File: config.mk
export PLATFORM = sky130hd
export DESIGN_NAME = alu_arbiter
export DESIGN_NICKNAME = d
export VERILOG_FILES = /design/src/rtl/alu_arb_pkg.sv /design/src/rtl/alu_shifter.sv /design/src/rtl/rr_arb2.sv /design/src/rtl/alu_arbiter.sv
export SDC_FILE = /design/constraint.sdc
export NUM_CORES = 1
export LEC_CHECK = 0
export ABC_AREA = 1
export CAP_MARGIN = 20
export CORE_ASPECT_RATIO = 1.1
export CORE_MARGIN = 5
export CORE_UTILIZATION = 57
export DETAILED_ROUTE_END_ITERATION = 8
export PLACE_DENSITY = 0.9
export SLEW_MARGIN = 20
export SYNTH_ARGS = -nofsm -noshare
export SYNTH_HDL_FRONTEND = slang
export SYNTH_SLANG_ARGS = --single-unit
export TNS_END_PERCENT = 20
File: constraint.sdc
create_clock -name clk -period 7.7 [get_ports clk]
set_input_delay 1.155 -clock clk [delete_from_list [all_inputs] [get_ports clk]]
set_output_delay 1.155 -clock clk [all_outputs]
set_load 0.005 [all_outputs]
File: src/rtl/alu_arb_pkg.sv
// Shared opcodes, flag indices, FSM state and opcode helpers for alu_arbiter.
package alu_arb_pkg;

    localparam logic [3:0] OP_ADD = 4'b0000;
    localparam logic [3:0] OP_SUB = 4'b0001;
    localparam logic [3:0] OP_AND = 4'b0010;
    localparam logic [3:0] OP_OR  = 4'b0011;
    localparam logic [3:0] OP_XOR = 4'b0100;
    localparam logic [3:0] OP_CMP = 4'b0101;
    localparam logic [3:0] OP_MOV = 4'b0110;
    localparam logic [3:0] OP_SLL = 4'b1000;
    localparam logic [3:0] OP_SLR = 4'b1001;
    localparam logic [3:0] OP_SRL = 4'b1010;
    localparam logic [3:0] OP_SRA = 4'b1011;

    localparam int unsigned FLAG_S = 3;
    localparam int unsigned FLAG_Z = 2;
    localparam int unsigned FLAG_C = 1;
    localparam int unsigned FLAG_V = 0;

    typedef enum logic {StIdle, StHold} arb_state_e;

    function automatic logic op_legal(input logic [3:0] op);
        case (op)
            OP_ADD, OP_SUB, OP_AND, OP_OR, OP_XOR, OP_CMP, OP_MOV,
            OP_SLL, OP_SLR, OP_SRL, OP_SRA: return 1'b1;
            default:                         return 1'b0;
        endcase
    endfunction

    // Logic ops and MOV leave the architectural flags alone.
    function automatic logic op_writes_flags(input logic [3:0] op);
        if (!op_legal(op)) return 1'b0;
        case (op)
            OP_AND, OP_OR, OP_XOR, OP_MOV: return 1'b0;
            default:                       return 1'b1;
        endcase
    endfunction

endpackage

File: src/rtl/alu_shifter.sv
// Combinational 16-bit ALU/shifter producing result, SZCV flags and an illegal-op error.
module alu_shifter
    import alu_arb_pkg::*;
(
    input  logic [3:0]  i_op,
    input  logic [15:0] i_a,
    input  logic [15:0] i_b,
    input  logic [3:0]  i_shift,
    output logic [15:0] o_res,
    output logic [3:0]  o_szcv,
    output logic        o_err
);

    logic [16:0] w_wide;
    logic [31:0] w_rot;
    logic [15:0] w_res;
    logic        w_c;
    logic        w_v;

    always_comb begin
        w_wide = '0;
        w_rot  = '0;
        w_res  = '0;
        w_c    = 1'b0;
        w_v    = 1'b0;
        o_err  = !op_legal(i_op);
        case (i_op)
            OP_ADD: begin
                w_wide = {1'b0, i_a} + {1'b0, i_b};
                w_res  = w_wide[15:0];
                w_c    = w_wide[16];
                w_v    = (i_a[15] == i_b[15]) && (w_res[15] != i_a[15]);
            end
            // SUB/CMP compute b-a; C is the borrow.
            OP_SUB, OP_CMP: begin
                w_wide = {1'b0, i_b} - {1'b0, i_a};
                w_res  = w_wide[15:0];
                w_c    = w_wide[16];
                w_v    = (i_a[15] != i_b[15]) && (w_res[15] != i_b[15]);
            end
            OP_AND: w_res = i_a & i_b;
            OP_OR:  w_res = i_a | i_b;
            OP_XOR: w_res = i_a ^ i_b;
            OP_MOV: w_res = i_a;
            OP_SLL: begin
                w_wide = {1'b0, i_a} << i_shift;
                w_res  = w_wide[15:0];
                w_c    = w_wide[16];
            end
            OP_SLR: begin
                w_rot = {i_a, i_a} << i_shift;
                w_res = w_rot[31:16];
                w_c   = (i_shift != 4'd0) && w_res[0];
            end
            OP_SRL: begin
                w_wide = {i_a, 1'b0} >> i_shift;
                w_res  = w_wide[16:1];
                w_c    = w_wide[0];
            end
            OP_SRA: begin
                w_wide = $signed({i_a, 1'b0}) >>> i_shift;
                w_res  = w_wide[16:1];
                w_c    = w_wide[0];
            end
            default: ;
        endcase

        o_res  = '0;
        o_szcv = '0;
        if (!o_err) begin
            o_res          = w_res;
            o_szcv[FLAG_S] = w_res[15];
            o_szcv[FLAG_Z] = (w_res == 16'h0000);
            o_szcv[FLAG_C] = w_c;
            o_szcv[FLAG_V] = w_v;
        end
    end

endmodule

File: src/rtl/rr_arb2.sv
// Two-way round-robin grant; the pointer moves to the requester not just served.
module rr_arb2 (
    input  logic       i_clk,
    input  logic       i_rst,
    input  logic [1:0] i_valid,
    input  logic [1:0] i_accept,
    output logic [1:0] o_grant
);

    logic r_ptr;

    // Each grant looks only at the other requester's valid, never its own.
    assign o_grant[0] = !i_valid[1] || !r_ptr;
    assign o_grant[1] = !i_valid[0] || r_ptr;

    always_ff @(posedge i_clk) begin
        if (i_rst) begin
            r_ptr <= 1'b0;
        end else if (|i_accept) begin
            r_ptr <= i_accept[0];
        end
    end

endmodule

File: src/rtl/alu_arbiter.sv
// Shares one alu_shifter between two requesters with a registered response and SZCV flags.
// Optional wait-cycle counters are built only when ALU_ARB_PERF_EN is defined.
module alu_arbiter
    import alu_arb_pkg::*;
#(
    parameter int unsigned TAG_W      = 2,
    parameter int unsigned FLAG_OWNER = 0,
    parameter int unsigned PERF_W     = 16
) (
    input  logic                  clk,
    input  logic                  rst,
    input  logic [1:0]            req_valid,
    output logic [1:0]            req_ready,
    input  logic [1:0][3:0]       req_op,
    input  logic [1:0][15:0]      req_a,
    input  logic [1:0][15:0]      req_b,
    input  logic [1:0][3:0]       req_shift,
    input  logic [1:0][TAG_W-1:0] req_tag,
    output logic [1:0]            rsp_valid,
    input  logic [1:0]            rsp_ready,
    output logic [15:0]           rsp_res,
    output logic [3:0]            rsp_szcv,
    output logic                  rsp_err,
    output logic [TAG_W-1:0]      rsp_tag,
    output logic [3:0]            flags_q,
    output logic [PERF_W-1:0]     perf_wait0,
    output logic [PERF_W-1:0]     perf_wait1
);

    localparam logic FLAG_OWNER_IDX = FLAG_OWNER[0];

    arb_state_e       r_state, w_state_d;
    logic             r_owner;
    logic [15:0]      r_res;
    logic [3:0]       r_szcv;
    logic             r_err;
    logic [TAG_W-1:0] r_tag;
    logic [3:0]       r_flags;

    logic [1:0]  w_grant;
    logic [1:0]  w_acc;
    logic        w_free;
    logic        w_sel;
    logic [3:0]  w_op;
    logic [15:0] w_alu_res;
    logic [3:0]  w_alu_szcv;
    logic        w_alu_err;

    assign w_free    = (r_state == StIdle) || rsp_ready[r_owner];
    assign req_ready = (w_free && !rst) ? w_grant : 2'b00;
    assign w_acc     = req_valid & req_ready;
    assign w_sel     = w_acc[1];
    assign w_op      = req_op[w_sel];

    rr_arb2 u_rr_arb2 (
        .i_clk    (clk),
        .i_rst    (rst),
        .i_valid  (req_valid),
        .i_accept (w_acc),
        .o_grant  (w_grant)
    );

    alu_shifter u_alu_shifter (
        .i_op    (w_op),
        .i_a     (req_a[w_sel]),
        .i_b     (req_b[w_sel]),
        .i_shift (req_shift[w_sel]),
        .o_res   (w_alu_res),
        .o_szcv  (w_alu_szcv),
        .o_err   (w_alu_err)
    );

    always_ff @(posedge clk) begin
        if (rst) r_state <= StIdle;
        else     r_state <= w_state_d;
    end

    always_comb begin
        w_state_d = r_state;
        rsp_valid = 2'b00;
        if (r_state == StHold) rsp_valid = r_owner ? 2'b10 : 2'b01;
        if (|w_acc) begin
            w_state_d = StHold;
        end else if ((r_state == StHold) && rsp_ready[r_owner]) begin
            w_state_d = StIdle;
        end
    end

    always_ff @(posedge clk) begin
        if (rst) begin
            r_owner <= 1'b0;
            r_res   <= '0;
            r_szcv  <= '0;
            r_err   <= 1'b0;
            r_tag   <= '0;
            r_flags <= '0;
        end else if (|w_acc) begin
            r_owner <= w_sel;
            r_res   <= w_alu_res;
            r_szcv  <= w_alu_szcv;
            r_err   <= w_alu_err;
            r_tag   <= req_tag[w_sel];
            if ((w_sel == FLAG_OWNER_IDX) && op_writes_flags(w_op)) r_flags <= w_alu_szcv;
        end
    end

    assign rsp_res  = r_res;
    assign rsp_szcv = r_szcv;
    assign rsp_err  = r_err;
    assign rsp_tag  = r_tag;
    assign flags_q  = r_flags;

`ifdef ALU_ARB_PERF_EN
    logic [PERF_W-1:0] r_wait0, r_wait1;

    always_ff @(posedge clk) begin
        if (rst) begin
            r_wait0 <= '0;
            r_wait1 <= '0;
        end else begin
            if (req_valid[0] && !req_ready[0] && (r_wait0 != '1)) r_wait0 <= r_wait0 + PERF_W'(1);
            if (req_valid[1] && !req_ready[1] && (r_wait1 != '1)) r_wait1 <= r_wait1 + PERF_W'(1);
        end
    end

    assign perf_wait0 = r_wait0;
    assign perf_wait1 = r_wait1;
`else
    assign perf_wait0 = '0;
    assign perf_wait1 = '0;
`endif

endmodule

==> impl_metrics.json <==
{
  "status": "finished, final reports clean",
  "drt-initial-drc-count": 1363,
  "syn_area_mm2": 0.00694,
  "route.vias.total": 8985,
  "slew_headroom_pct": 19.1,
  "worst_clock_skew_ns": 0.00409,
  "ios": 153,
  "die_area_mm2": 0.0145,
  "netlist.top_cell.by_area": "sky130_fd_sc_hd__nand2_1",
  "grt_setup_unrepaired": "no",
  "die_x_um": 115,
  "area_inside_the_core_boundary_mm2": 0.0120,
  "max_clock_freq_mhz": 171,
  "synth_top_cells_by_area": "sky130_fd_sc_hd__nand2_1 23%, sky130_fd_sc_hd__nand3_1 13%, sky130_fd_sc_hd__dfxtp_1 8.4%",
  "postSynthRegisterBits": 29,
  "initial_utilization_pct": 57.9,
  "drt_drc_violations_left": 0,
  "layout.core_utilization_pct": 67.2,
  "nNetsFinal": 1514,
  "cts.hold.buffers_added": 0,
  "synthFlopType": "sky130_fd_sc_hd__dfxtp_1",
  "dp_hpwl_um": 21800,
  "arrival_ns": 6.05,
  "place.port_buffers": 120,
  "finalHoldViolCount": 0,
  "required_ns": 7.90,
  "route.detailed.vias_per_inst": 5.86,
  "report.final.setup_viol": 0,
  "cts.path.max_buffers": 2,
  "gr-total-overflow": 0,
  "cp_cell_sequence": "clkdlybuf4s50_1 > buf_4 > inv_1 > nand4_4 > buf_4 > o21ai_4 > inv_2 > nand3_1 > inv_1 > nand2_1 > nand2_1 > nand2_1 > nand4_1 > a21oi_1 > nand3_1 > nor2_1 > nand2_1 > a21oi_1",
  "antenna_found_initial": 0,
  "first_global_vias": 7991,
  "grt_pass1_wl_um": 41900,
  "drive_gt1_share_pct": 5.88,
  "ratio_of_total_power_to_cell_area_mw_per_mm2": 129,
  "period_share_pct": 76.0,
  "max_slew.worst_pin.slew_ns": 1.21,
  "yosys.area.top_type_share_pct": 23.1,
  "rows": 42,
  "totalWireLength_um": 27500,
  "worst_voltage_drop_across_the_vdd_grid_mv": 0.185,
  "clk_root_buffer_cell": "sky130_fd_sc_hd__clkbuf_16",
  "worst_path_most_repeated_cell": "sky130_fd_sc_hd__nand2_1",
  "tritoncts_clock_tree": "yes",
  "commonest_non_fill_non_tap_cells_in_the_layout": "427 x sky130_fd_sc_hd__nand2_1, 182 x sky130_fd_sc_hd__nand3_1, 137 x sky130_fd_sc_hd__inv_1, 120 x sky130_fd_sc_hd__clkdlybuf4s50_1, 114 x sky130_fd_sc_hd__nor2_1",
  "finalWeightedCongestion": 1.11,
  "wl_per_cell_um": 17.9,
  "worstPathMaxFanout": 57,
  "cts.sink_count": 29,
  "clock_latency_ns": 0.27,
  "cp_slowest_cell": "sky130_fd_sc_hd__o21ai_4",
  "area.growth.synth_to_final_pct": 16.1,
  "layout.cells.most_common": "sky130_fd_sc_hd__nand2_1",
  "seq_area_frac_synth_pct": 8.37,
  "min-delay-path-class": "reg -> reg",
  "fill_cells": 1185,
  "synth-warning-count": 0,
  "final.min_clock_period_ns": 5.85,
  "max_stage_delay_ns": 0.85,
  "antenna_cells": 0,
  "drv_slew": 0,
  "leakage_power_nw": 4.13,
  "largest_net_degree_at_the_start_of_global_routing": 58,
  "postSynthCellCount": 1302,
  "clk_transition_reported_paths_ns": 0.05,
  "cts_repair_resize_count": 0,
  "numCtsBuffers": 5,
  "hold_path_depth": 2,
  "drt-pass1-iter-count": 8,
  "grt.total_usage_pct": 36.2,
  "critical_path.startpoint_type": "input port",
  "proportion_of_synthesized_flip_flops_having_asynchronous_set_or_reset_pct": 0,
  "synth.avg_cell_area_um2": 5.33,
  "critical_path.endpoint_type": "flip-flop",
  "die_height_um": 126,
  "reg2reg_depth": 17,
  "post_cts_buffers": 0,
  "synth-edff-count": 0,
  "synth.distinct_cells": 49,
  "maxCapViolCount": 0,
  "setup.worst_path.class": "in -> reg",
  "antenna_left": 0,
  "timing.setup.tns_ns": 0,
  "clock_tree.htree_level_count": 2
}
## state kept, by name, indices dropped and copies added (netlist names)
register / cells
r_state: 1
r_owner: 1
flags_q: 4
u_rr_arb2.r_ptr: 1
rsp_err: 1
rsp_res: 16
rsp_szcv: 3
rsp_tag: 2
## routing by layer
metal	GRT usage, %	vias up	wire, µm
met5	0	-	0
met4	16.6	0	1510
met3	6.53	107	3640
met2	57.0	701	11900
met1	47.8	3880	10400
li1	-	4297	-
## final cells by class
cell class / instances / area [µm²] / area share (%)
repair buffers: 125 / 1240 / 15.4
inverters: 148 / 556 / 6.90
clock inverters: 3 / 17.5 / 0.218
clock buffers: 5 / 125 / 1.55
well taps: 154 / 193 / 2.39
multi-input cells: 1068 / 5340 / 66.3
flip-flops and latches: 29 / 581 / 7.21
## through the flow
| step | hold WS, ns | power, W | instance area, µm² | std cells | setup WS [ns] |
|---|---|---|---|---|---|
| floorplan | 0.458 | 0.000629 | 7050 | 1333 | 3.40 |
| CTS | 0.467 | 0.00101 | 8050 | 1532 | 2.02 |
| global placement | 0.453 | 0.000821 | 7910 | 1524 | 1.86 |
| global route | 0.495 | 0.00110 | 8050 | 1532 | 1.52 |
| detailed placement | 0.458 | 0.000825 | 7910 | 1524 | 1.74 |
| finish | 0.465 | 0.00104 | 8050 | 1532 | 1.85 |
## worst max-delay path, delay by kind of cell
kind | cells | cell delay [ns]
simple gates | 9 | 1.35
buf+inv | 6 | 2.03
compound gates | 3 | 1.46
## path summary, 6_finish.rpt
path	start	slack [ns]	end
worst min register to register	rsp_res[1]	0.46	rsp_res[1]
worst max-delay path	rst	1.85	rsp_szcv[2]
worst max register to register	r_owner	3.16	rsp_szcv[2]
worst min-delay path	rsp_res[1]	0.46	rsp_res[1]
## cells by family after synthesis
logic type | synth area share (%)
adders and majority gates | 8.70
xor gates and xnor gates | 0.505
DFF | 8.37
and+or+nand+nor | 49.0
other | 0.0541
AOI/OAI and AO/OA | 17.1
buffers and inverters | 16.3
## synthesized netlist by cell type, types with 9 or more instances
master	number
sky130_fd_sc_hd__o21ai_2	19
sky130_fd_sc_hd__nand2_1	427
sky130_fd_sc_hd__a21oi_1	55
sky130_fd_sc_hd__nand2_2	17
sky130_fd_sc_hd__nand3_1	182
sky130_fd_sc_hd__o21ai_1	14
sky130_fd_sc_hd__o22ai_1	11
sky130_fd_sc_hd__o21ai_0	66
sky130_fd_sc_hd__nand4_1	14
sky130_fd_sc_hd__dfxtp_1	29
sky130_fd_sc_hd__clkbuf_1	19
sky130_fd_sc_hd__inv_2	9
sky130_fd_sc_hd__ha_1	45
sky130_fd_sc_hd__nor2_1	114
sky130_fd_sc_hd__a31oi_1	9
sky130_fd_sc_hd__buf_2	16
sky130_fd_sc_hd__inv_1	137
sky130_fd_sc_hd__buf_4	41
## power by group
| group | switching, W | internal (W) |
|---|---|---|
| clock | 0.0000685 | 0.000118 |
| sequential | 0.00000787 | 0.000163 |
| combinational | 0.000452 | 0.000228 |
| total | 0.000528 | 0.000509 |
No activity file was read; power rests on OpenSTA's default activity.
==> variant, RTL diff (same settings) <==
`TAG_W`: 2 -> 3.
--- a/src/rtl/alu_arbiter.sv
+++ b/src/rtl/alu_arbiter.sv
@@ -5,3 +5,3 @@
 #(
-    parameter int unsigned TAG_W      = 2,
+    parameter int unsigned TAG_W      = 3,
     parameter int unsigned FLAG_OWNER = 0,
Interface: changed (resized req_tag and rsp_tag); port bits go from 153 to 156. The function was not compared with the original's and may differ.
==> variant against the unedited design <==
Die area fell by 3.5%. Final area is 2.2% lower. Non-clock buffer count up 6. Wire length fell by 3.7%. Power rose by 0.70%. Sequential cell count up 1. Area after synthesis is 3.8% lower. Via count fell by 2.2%. Worst setup slack lost 0.48 ns.
==> variant: results (changes against the unedited design) <==
{| class="wikitable"
! Metric !! Value
|-
| Status || completed
|-
| Final Critical Period || 6.33 ns (+0.476 ns)
|-
| Average vias per placed instance || 5.97 (+1.7%)
|-
| Final RePlAce weighted congestion || 1.07 (-3.6%)
|-
| Maximum cell stage delay along the critical path || 0.72 ns (-0.13 ns)
|-
| P_comb || 668 uW (-2%)
|-
| Via count of the first global-routing pass || 7,872 (-1.5%)
|-
| Fill cell total of the finished layout || 1,103 (-6.9%)
|-
| Share of cells above drive strength 1 || 4.92% (-0.96 points)
|-
| Violation count after the first detailed-routing iteration || 1,063 (-22%)
|-
| Reg-to-reg startpoint || r_owner$_SDFFE_PP0P_
|-
| Pin slew with the least headroom to its limit || 0.968 ns (-0.241 ns)
|-
| Total leakage power || 3.99 nW (-3.4%)
|-
| # port buffers || 123 (+2.5%)
|-
| Hold slack final || 0.477 ns (+0.0128 ns)
|-
| Global-route wire length before repair || 40.5 mm (-3.3%)
|-
| Clock slew at reported path FFs || 0.05 ns (about the same)
|-
| # nets final || 1,460 (-3.6%)
|-
| Comb pwr share || 63.9% (-1.6 points)
|-
| Post-synthesis sequential area ratio || 9.00% (+0.63 points)
|-
| Capturing instance or port of the critical path || flags_q[2]$_SDFFE_PP0P_
|-
| Detailed-placement wirelength estimate || 21.0 mm (-4.0%)
|-
| Cell area after placement || 0.00772 sq mm (-2.3%)
|-
| Reg2reg setup slack || 2.97 ns (-0.19 ns)
|-
| Worst clock skew || 0.00251 ns (-0.00158 ns)
|-
| Maximum number of pins on one net before global-route repair || 68 (+17%)
|-
| Standard cell with the maximum stage delay on the critical path || sky130_fd_sc_hd__inv_1
|-
| Highest fanout seen on the critical path || 27 (-53%)
|-
| Synth Instances || 1,238 (-4.9%)
|-
| Maximum VDD drop || 0.000102 V (-45%)
|}
-- variant: cell types whose count changed after synthesis, moves of 5 or more --
cell,unedited run,this run
sky130_fd_sc_hd__a31oi_1,9,1
sky130_fd_sc_hd__a21oi_1,55,73
sky130_fd_sc_hd__nand2_2,17,9
sky130_fd_sc_hd__o21ai_0,66,72
sky130_fd_sc_hd__o21bai_1,3,9
sky130_fd_sc_hd__inv_2,9,4
sky130_fd_sc_hd__o21ai_2,19,10
sky130_fd_sc_hd__nand2_1,427,357
sky130_fd_sc_hd__nand3_1,182,187
-- variant: worst reg2reg max path, cell delays in order (launching register included) --
cell,delay (ns)
sky130_fd_sc_hd__dfxtp_1,0.41
sky130_fd_sc_hd__nand2_1,0.09
sky130_fd_sc_hd__nand3_2,0.10
sky130_fd_sc_hd__nand4_4,0.07
sky130_fd_sc_hd__inv_1,0.72
sky130_fd_sc_hd__nand2_1,0.13
sky130_fd_sc_hd__o21ai_0,0.25
sky130_fd_sc_hd__inv_1,0.23
sky130_fd_sc_hd__fa_1,0.45
sky130_fd_sc_hd__nor2_1,0.16
sky130_fd_sc_hd__nor2_1,0.06
sky130_fd_sc_hd__o21bai_1,0.30
sky130_fd_sc_hd__nand2_1,0.10
sky130_fd_sc_hd__nand2_1,0.07
sky130_fd_sc_hd__nand2_1,0.07
sky130_fd_sc_hd__nand2_1,0.07
sky130_fd_sc_hd__nand2_1,0.05
sky130_fd_sc_hd__nand3_1,0.08
sky130_fd_sc_hd__o211ai_1,0.08
sky130_fd_sc_hd__nor2_1,0.34
sky130_fd_sc_hd__nand2_1,0.09
sky130_fd_sc_hd__inv_1,0.06
sky130_fd_sc_hd__nand3_1,0.13
sky130_fd_sc_hd__nor2_1,0.14
sky130_fd_sc_hd__nand2_1,0.06
sky130_fd_sc_hd__nor2_1,0.09
sky130_fd_sc_hd__nand2_1,0.08
sky130_fd_sc_hd__a21oi_1,0.17
-- variant: cell families after synthesis --
logic type      synth area share, %
simple gates                   46.6
buf+inv                        16.1
compound gates                 18.8
fa+ha+maj                      9.04
flops                          9.00
xor+xnor                      0.394
other cells                  0.0562
-- variant: layout make-up --
| type | instances | area (sq um) | area share (%) |
|---|---|---|---|
| multi-input combinational | 1013 | 5120 | 65.0 |
| clock inverter | 1 | 5.00 | 0.0636 |
| clock buffer | 7 | 143 | 1.81 |
| inverter | 140 | 526 | 6.68 |
| sequential | 30 | 601 | 7.63 |
| timing repair buffer | 131 | 1290 | 16.4 |
| tap | 150 | 188 | 2.38 |
-- variant: per-layer routing --
metal	vias to the layer above	share of wire, %	GRT usage (%)
li1	4164	-	-
met1	3926	37	45.0
met2	597	46	61.4
met3	97	11	6.66
met4	0	5.4	17.3
met5	-	0	0
